**config.mk**
```make
export PLATFORM = sky130hd
export DESIGN_NAME = rv32i_selftest_sequencer_flat
export DESIGN_NICKNAME = d
export VERILOG_FILES = /design/src/rtl/rv32i_selftest_sequencer_pkg.sv /design/src/rtl/rv32i_selftest_sequencer_if.sv /design/src/rtl/rv32i_selftest_sequencer_sat_counter.sv /design/src/rtl/rv32i_selftest_sequencer.sv /design/src/flat_wrapper.sv
export SDC_FILE = /design/constraint.sdc
export NUM_CORES = 1
export LEC_CHECK = 0
export ABC_AREA = 1
export CORE_MARGIN = 2
export CORE_UTILIZATION = 33
export CTS_BUF_LIST = sky130_fd_sc_hd__clkbuf_4 sky130_fd_sc_hd__clkbuf_8
export DETAILED_ROUTE_END_ITERATION = 10
export HOLD_SLACK_MARGIN = 0.02
export PLACE_DENSITY = 0.79
export SYNTH_ARGS = -nofsm -noshare
export SYNTH_HDL_FRONTEND = slang
export SYNTH_SLANG_ARGS = --single-unit
```
**constraint.sdc**
```tcl
create_clock -name clk -period 1.7 [get_ports clk]
set_input_delay 0.34 -clock clk [delete_from_list [all_inputs] [get_ports clk]]
set_output_delay 0.34 -clock clk [all_outputs]
set_load 0.005 [all_outputs]
```
**src/rtl/rv32i_selftest_sequencer_pkg.sv**
```systemverilog
// Shared types for the RV32I self-test sequencer:
// sequencer states, regfile index width and run-phase status.
package rv32i_selftest_pkg;

    localparam int REG_IDX_W = 5;

    typedef enum logic [2:0] {
        IDLE,
        LOAD,
        RUN,
        CHECK,
        DONE
    } seq_state_e;

    typedef enum logic [1:0] {
        RUN_GO,
        RUN_HALT,
        RUN_TIMEOUT
    } run_status_e;

endpackage

```
**src/rtl/rv32i_selftest_sequencer_if.sv**
```systemverilog
// Program-load and register-check handshake bundle
// between a test source (master) and the sequencer (slave).
interface rv32i_selftest_sequencer_if
    import rv32i_selftest_pkg::*;
#(
    parameter int XLEN = 32
);
    logic                 prog_valid;
    logic                 prog_ready;
    logic [XLEN-1:0]      prog_data;
    logic                 prog_last;
    logic                 chk_valid;
    logic                 chk_ready;
    logic [REG_IDX_W-1:0] chk_idx;
    logic [XLEN-1:0]      chk_data;
    logic                 chk_last;

    modport master (
        output prog_valid, prog_data, prog_last,
        output chk_valid, chk_idx, chk_data, chk_last,
        input  prog_ready, chk_ready
    );

    modport slave (
        input  prog_valid, prog_data, prog_last,
        input  chk_valid, chk_idx, chk_data, chk_last,
        output prog_ready, chk_ready
    );
endinterface

```
**src/rtl/rv32i_selftest_sequencer_sat_counter.sv**
```systemverilog
// Saturating up-counter with synchronous clear.
module sat_counter #(
    parameter int W = 8
) (
    input  logic         clk,
    input  logic         rst,
    input  logic         clear,
    input  logic         inc,
    output logic [W-1:0] count
);
    always_ff @(posedge clk or posedge rst) begin
        if (rst) begin
            count <= '0;
        end else if (clear) begin
            count <= '0;
        end else if (inc && count != {W{1'b1}}) begin
            count <= count + W'(1);
        end
    end
endmodule

```
**src/rtl/rv32i_selftest_sequencer.sv**
```systemverilog
// Self-test controller: loads IMEM, runs the core to a halt PC
// or cycle budget, then checks regfile values and reports status.
module rv32i_selftest_sequencer
    import rv32i_selftest_pkg::*;
#(
    parameter int XLEN       = 32,
    parameter int IMEM_DEPTH = 64,
    parameter int CYC_W      = 16,
    parameter int ERR_W      = 8,
    localparam int AW        = $clog2(IMEM_DEPTH)
) (
    input  logic                 clk,
    input  logic                 rst,
    input  logic                 start,
    rv32i_selftest_sequencer_if.slave bus,
    output logic                 imem_we,
    output logic [AW-1:0]        imem_addr,
    output logic [XLEN-1:0]      imem_wdata,
    output logic                 core_rst,
    output logic                 core_stall,
    input  logic [XLEN-1:0]      core_pc,
    input  logic [XLEN-1:0]      halt_pc,
    input  logic [CYC_W-1:0]     cycle_budget,
    output logic [REG_IDX_W-1:0] rf_raddr,
    input  logic [XLEN-1:0]      rf_rdata,
    output logic                 done,
    output logic                 pass,
    output logic                 timeout,
    output logic [ERR_W-1:0]     err_count,
    output logic [CYC_W-1:0]     cycles_used
);
    seq_state_e  state_q;
    seq_state_e  state_d;
    run_status_e run_st;

    logic [AW-1:0]  addr_q;
    logic [CYC_W:0] budget_ext;
    logic [CYC_W:0] cyc_next;
    logic prog_hs;
    logic chk_hs;
    logic at_end;
    logic trunc;
    logic mismatch;
    logic start_ok;
    logic pc_halt;

    assign prog_hs  = bus.prog_valid & bus.prog_ready;
    assign chk_hs   = bus.chk_valid & bus.chk_ready;
    assign at_end   = addr_q == AW'(IMEM_DEPTH - 1);
    assign trunc    = prog_hs & at_end & ~bus.prog_last;
    assign mismatch = chk_hs & (rf_rdata != bus.chk_data);
    assign start_ok = start & (state_q == IDLE || state_q == DONE);
    assign pc_halt  = core_pc == halt_pc;

    // A zero budget stands for the full 2^CYC_W range.
    assign budget_ext = (cycle_budget == '0)
                      ? {1'b1, {CYC_W{1'b0}}}
                      : {1'b0, cycle_budget};
    assign cyc_next   = {1'b0, cycles_used} + (CYC_W+1)'(1);

    // Halt takes priority over budget expiry.
    always_comb begin
        run_st = RUN_GO;
        if (pc_halt) begin
            run_st = RUN_HALT;
        end else if (cyc_next == budget_ext) begin
            run_st = RUN_TIMEOUT;
        end
    end

    always_ff @(posedge clk or posedge rst) begin
        if (rst) begin
            state_q <= IDLE;
        end else begin
            state_q <= state_d;
        end
    end

    always_comb begin
        state_d = state_q;
        unique case (state_q)
            IDLE, DONE: if (start) state_d = LOAD;
            LOAD:  if (prog_hs && (bus.prog_last || at_end)) state_d = RUN;
            RUN:   if (run_st != RUN_GO) state_d = CHECK;
            CHECK: if (chk_hs && bus.chk_last) state_d = DONE;
            default: state_d = IDLE;
        endcase
    end

    always_comb begin
        bus.prog_ready = 1'b0;
        bus.chk_ready  = 1'b0;
        core_rst       = 1'b0;
        core_stall     = 1'b1;
        unique case (state_q)
            IDLE: core_rst = 1'b1;
            LOAD: begin
                core_rst       = 1'b1;
                bus.prog_ready = 1'b1;
            end
            RUN:   core_stall    = pc_halt;
            CHECK: bus.chk_ready = 1'b1;
            DONE:  core_stall    = 1'b1;
            default: core_rst    = 1'b1;
        endcase
    end

    assign imem_we    = prog_hs;
    assign imem_addr  = addr_q;
    assign imem_wdata = bus.prog_data;
    assign rf_raddr   = bus.chk_idx;

    always_ff @(posedge clk or posedge rst) begin
        if (rst) begin
            addr_q      <= '0;
            cycles_used <= '0;
            timeout     <= 1'b0;
            done        <= 1'b0;
            pass        <= 1'b0;
        end else if (start_ok) begin
            addr_q      <= '0;
            cycles_used <= '0;
            timeout     <= 1'b0;
            done        <= 1'b0;
            pass        <= 1'b0;
        end else begin
            if (prog_hs) begin
                addr_q <= addr_q + AW'(1);
            end
            if (state_q == RUN && !pc_halt) begin
                cycles_used <= cycles_used + CYC_W'(1);
            end
            if (state_q == RUN && run_st == RUN_TIMEOUT) begin
                timeout <= 1'b1;
            end
            if (state_q == CHECK && chk_hs && bus.chk_last) begin
                done <= 1'b1;
                pass <= (err_count == '0) && !mismatch && !timeout;
            end
        end
    end

    sat_counter #(.W(ERR_W)) u_err (
        .clk   (clk),
        .rst   (rst),
        .clear (start_ok),
        .inc   (trunc | mismatch),
        .count (err_count)
    );
endmodule

```
**src/flat_wrapper.sv**
```systemverilog
// flat-port wrapper written by rule: the top's interface ports become plain ports
module rv32i_selftest_sequencer_flat import rv32i_selftest_pkg::*;
#(
    parameter int XLEN       = 32,
    parameter int IMEM_DEPTH = 64,
    parameter int CYC_W      = 16,
    parameter int ERR_W      = 8,
    localparam int AW        = $clog2(IMEM_DEPTH)
)
  (clk, rst, start, imem_we, imem_addr, imem_wdata, core_rst, core_stall, core_pc, halt_pc, cycle_budget, rf_raddr, rf_rdata, done, pass, timeout, err_count, cycles_used, bus_prog_valid, bus_prog_data, bus_prog_last, bus_chk_valid, bus_chk_idx, bus_chk_data, bus_chk_last, bus_prog_ready, bus_chk_ready);
  rv32i_selftest_sequencer_if #(.XLEN(XLEN)) bus_i ();
  input  logic clk;
  input  logic rst;
  input  logic start;
  output logic imem_we;
  output logic [AW-1:0] imem_addr;
  output logic [XLEN-1:0] imem_wdata;
  output logic core_rst;
  output logic core_stall;
  input  logic [XLEN-1:0] core_pc;
  input  logic [XLEN-1:0] halt_pc;
  input  logic [CYC_W-1:0] cycle_budget;
  output logic [REG_IDX_W-1:0] rf_raddr;
  input  logic [XLEN-1:0] rf_rdata;
  output logic done;
  output logic pass;
  output logic timeout;
  output logic [ERR_W-1:0] err_count;
  output logic [CYC_W-1:0] cycles_used;
  input wire logic [$bits(bus_i.prog_valid)-1:0] bus_prog_valid;
  input wire logic [$bits(bus_i.prog_data)-1:0] bus_prog_data;
  input wire logic [$bits(bus_i.prog_last)-1:0] bus_prog_last;
  input wire logic [$bits(bus_i.chk_valid)-1:0] bus_chk_valid;
  input wire logic [$bits(bus_i.chk_idx)-1:0] bus_chk_idx;
  input wire logic [$bits(bus_i.chk_data)-1:0] bus_chk_data;
  input wire logic [$bits(bus_i.chk_last)-1:0] bus_chk_last;
  output wire logic [$bits(bus_i.prog_ready)-1:0] bus_prog_ready;
  output wire logic [$bits(bus_i.chk_ready)-1:0] bus_chk_ready;
  assign bus_i.prog_valid = bus_prog_valid;
  assign bus_i.prog_data = bus_prog_data;
  assign bus_i.prog_last = bus_prog_last;
  assign bus_i.chk_valid = bus_chk_valid;
  assign bus_i.chk_idx = bus_chk_idx;
  assign bus_i.chk_data = bus_chk_data;
  assign bus_i.chk_last = bus_chk_last;
  assign bus_prog_ready = bus_i.prog_ready;
  assign bus_chk_ready = bus_i.chk_ready;
  rv32i_selftest_sequencer #(.XLEN(XLEN), .IMEM_DEPTH(IMEM_DEPTH), .CYC_W(CYC_W), .ERR_W(ERR_W)) u_core (.clk(clk), .rst(rst), .start(start), .bus(bus_i), .imem_we(imem_we), .imem_addr(imem_addr), .imem_wdata(imem_wdata), .core_rst(core_rst), .core_stall(core_stall), .core_pc(core_pc), .halt_pc(halt_pc), .cycle_budget(cycle_budget), .rf_raddr(rf_raddr), .rf_rdata(rf_rdata), .done(done), .pass(pass), .timeout(timeout), .err_count(err_count), .cycles_used(cycles_used));
endmodule
```
==> impl_metrics.env <==
export IMPL_r2r_slack_ns=-0.38
export IMPL_numCtsBuffers=5
export IMPL_drt_iter0_drc=216
export IMPL_r2r_end="u_core.state_q[2]"
export IMPL_synth_edf_count=0
export IMPL_nNetsFinal=1027
export IMPL_power_total_mw=5.901
export IMPL_netlist_cell_type_count=38
export IMPL_die_x_um=112.0
export IMPL_cts_root_buf="clkbuf_8"
export IMPL_cts_tree="done"
export IMPL_violations="negative setup slack"
export IMPL_p_leak_nw=3.463
export IMPL_grt_pass1_wl_um=21410
export IMPL_reg2reg_depth=15
export IMPL_fin_skew_ns=0.01309
export IMPL_setup_ws_ns=-0.3846
export IMPL_r2r_start="u_core.cycles_used[1]"
export IMPL_power_density_nw_per_um2=843.9
export IMPL_synth_fp_nets=766
export IMPL_multiInputGateArea_um2=2859
export IMPL_status="finished with violations"
export IMPL_route_detailed_drc=0
export IMPL_hold_class="in2async"
export IMPL_overflow=0
export IMPL_syn_cell_area_um2=3852
export IMPL_syn_inst=574
export IMPL_post_drt_wl_per_cell_um=14.59
export IMPL_cap_violations=0
export IMPL_ys_ff_latch=36
export IMPL_routed_via_density=4.893
export IMPL_avgSynthCellArea_um2=6.712
export IMPL_antenna_found_initial=0
export IMPL_tightest_slew_ns=0.3824
export IMPL_slew_headroom_pct=74.31
export IMPL_antenna_cells=0
export IMPL_finalCriticalPeriod_ns=2.085
export IMPL_clkTransAtPathRegs_ns=0.09
export IMPL_drive_gt1_share_pct=33.73
export IMPL_regArea_um2=903.4
export IMPL_post_route_period_util_pct=122.6
export IMPL_core_area_um2=11420
export IMPL_ys_seq_area_share_pct=23.38
export IMPL_rsz0062_at_grt="true"
export IMPL_grt_pass1_vias=4701
export IMPL_cts_num_sinks=36
export IMPL_yosysWarnings=0
export IMPL_via_count=4790
export IMPL_clkLatencyLatePin_ns=0.31
export IMPL_cts_max_path_buffers=2
export IMPL_ys_flop_type="dfrtp_1"
export IMPL_ant_nets=0
export IMPL_worst_ep_required_time_ns=1.90
export IMPL_peakVddDrop_uv=484.7
export IMPL_critPathMaxFanout=5
export IMPL_preCtsSetupSlack_ns=-0.8582
export IMPL_ios=263
export IMPL_critPathArrivalTime_ns=2.28
export IMPL_chipHeight_um=112.0
export IMPL_dieArea_um2=12550
export IMPL_critPathLaunchType="register"
export IMPL_dr_pass1_iters=5
export IMPL_final_area_um2=6993
export IMPL_maxSlewViolCount=0
export IMPL_track_usage_pct=21.01
export IMPL_mostFrequentLayoutCells="124 x nand2_1, 88 x buf_4, 79 x clkdlybuf4s50_1"
export IMPL_start_util_pct=33.74
export IMPL_mostFrequentLayoutCell="nand2_1"
export IMPL_hpwl_um=10460
export IMPL_fmax_ghz=0.4797
export IMPL_row_count=39
export IMPL_io_buffers=188
export IMPL_synthToLayoutAreaGrowth_pct=81.52
export IMPL_synthArstFlopShare_pct=100.0
export IMPL_gp_congestion=0.8769
export IMPL_fillerInstances=958
export IMPL_hold_viol_final=0
export IMPL_routed_wl_um=14280
export IMPL_setup_viol=15
export IMPL_cp_end_kind="register"
export IMPL_place_area_um2=6246
export IMPL_crit_type="reg2reg"
export IMPL_htreeDepth=2
export IMPL_grt_max_degree=37
export IMPL_crit_start="u_core.cycles_used[1]"
-- logic make-up after synthesis --
logic type                 count (synthesis)  synth area share [%]
DFF                                       36                 23.38
and+or+nand+nor                          308                 36.41
buffers and inverters                    111                 14.71
AOI/OAI and AO/OA                         41                 6.236
xor gates and xnor gates                  74                 17.96
adders and majority gates                  4                 1.299
-- synthesized netlist by cell type (3+ instances only) --
cell / n / area, µm²
a21oi_1: 7 / 35.03
buf_2: 3 / 15.01
buf_4: 37 / 277.8
dfrtp_1: 36 / 900.9
ha_1: 4 / 50.05
inv_1: 65 / 244.0
inv_2: 4 / 15.01
nand2_1: 141 / 529.3
nand2_2: 15 / 93.84
nand3_1: 45 / 225.2
nand4_1: 8 / 50.05
nor2_1: 56 / 210.2
nor2_2: 9 / 56.30
nor2_4: 3 / 33.78
nor3_1: 16 / 80.08
o21ai_0: 14 / 70.07
o21ai_1: 8 / 40.04
o22ai_1: 6 / 37.54
or2_2: 3 / 18.77
xnor2_1: 48 / 420.4
xor2_1: 23 / 201.4
-- critical path: stages, from the launching register on --
cell and delay, ns:
dfrtp_1 0.42, ha_4 0.18, nand2_4 0.05, nor2_4 0.22, buf_6 0.13, nand4_1 0.11
nand2_1 0.12, nand2_1 0.08, nand2_2 0.08, nand2_1 0.07, nor2_2 0.12, nand3_2 0.11
nand2_4 0.11, nand2_4 0.05, nand2_2 0.07, nand2_1 0.04
-- registers in the layout, indices dropped and copies added, names as in the netlist --
signal              count
u_core.cycles_used     16
u_core.done             1
u_core.imem_addr        6
u_core.pass             1
u_core.state_q          3
u_core.timeout          1
u_core.u_err.count      8
-- metal layers --
metal,global-route usage [%],wire (µm),vias up,part of all wire [%]
li1,-,-,2294,-
met5,0,0,-,0
met3,5.130,1311,45,9.2
met1,23.69,5295,2183,37
met2,38.59,7251,268,51
met4,7.398,424,0,3.0
-- per-stage QoR --
stage               hold slack [ns]  instances  utilization, %  TNS (ns)
global placement             0.5118        942           54.70    -16.59
detailed placement           0.5178        942           54.70    -17.67
CTS                          0.3989        964           58.08    -1.230
global route                 0.4136        979           61.24    -3.604
floorplan                    0.4846        574               -   -0.1281
finish                       0.3911        979           61.24    -1.905
-- repair_timing --
action,in CTS,in global routing
hold buffers,0,0
cloned,2,0
pin swaps,75,101
resized for setup,167,184
hold endpoints to repair,0,0
setup buffers,14,18
endpoints found under the setup margin,35,41
-- final cells by class --
cell class / instances / area share [%]
clock inverters: 1 / 0.4294
well taps: 143 / 2.559
flip-flops and latches: 36 / 12.92
inverters: 70 / 3.829
clock buffers: 7 / 1.378
repair buffers: 294 / 38.00
multi-input cells: 428 / 40.88
-- worst max-delay path by stage --
stage                         to  depth (start not counted)  slack (ns)
2_1_floorplan  u_core.state_q[2]                         16       -0.05
3_3_place_gp          core_stall                          9       -0.81
3_5_place_dp          core_stall                          9       -0.86
4_1_cts        u_core.state_q[0]                         16       -0.23
5_1_grt        u_core.state_q[2]                         16       -0.47
6_report       u_core.state_q[2]                         15       -0.38
-- power by group --
group | internal [mW] | leakage, nW | switching [mW] | total, mW
logic | 1.95 | 2.91 | 1.80 | 3.75
registers | 1.06 | 0.487 | 0.207 | 1.26
clock network | 0.519 | 0.0645 | 0.369 | 0.888
Power figures use the tool's default switching activity.
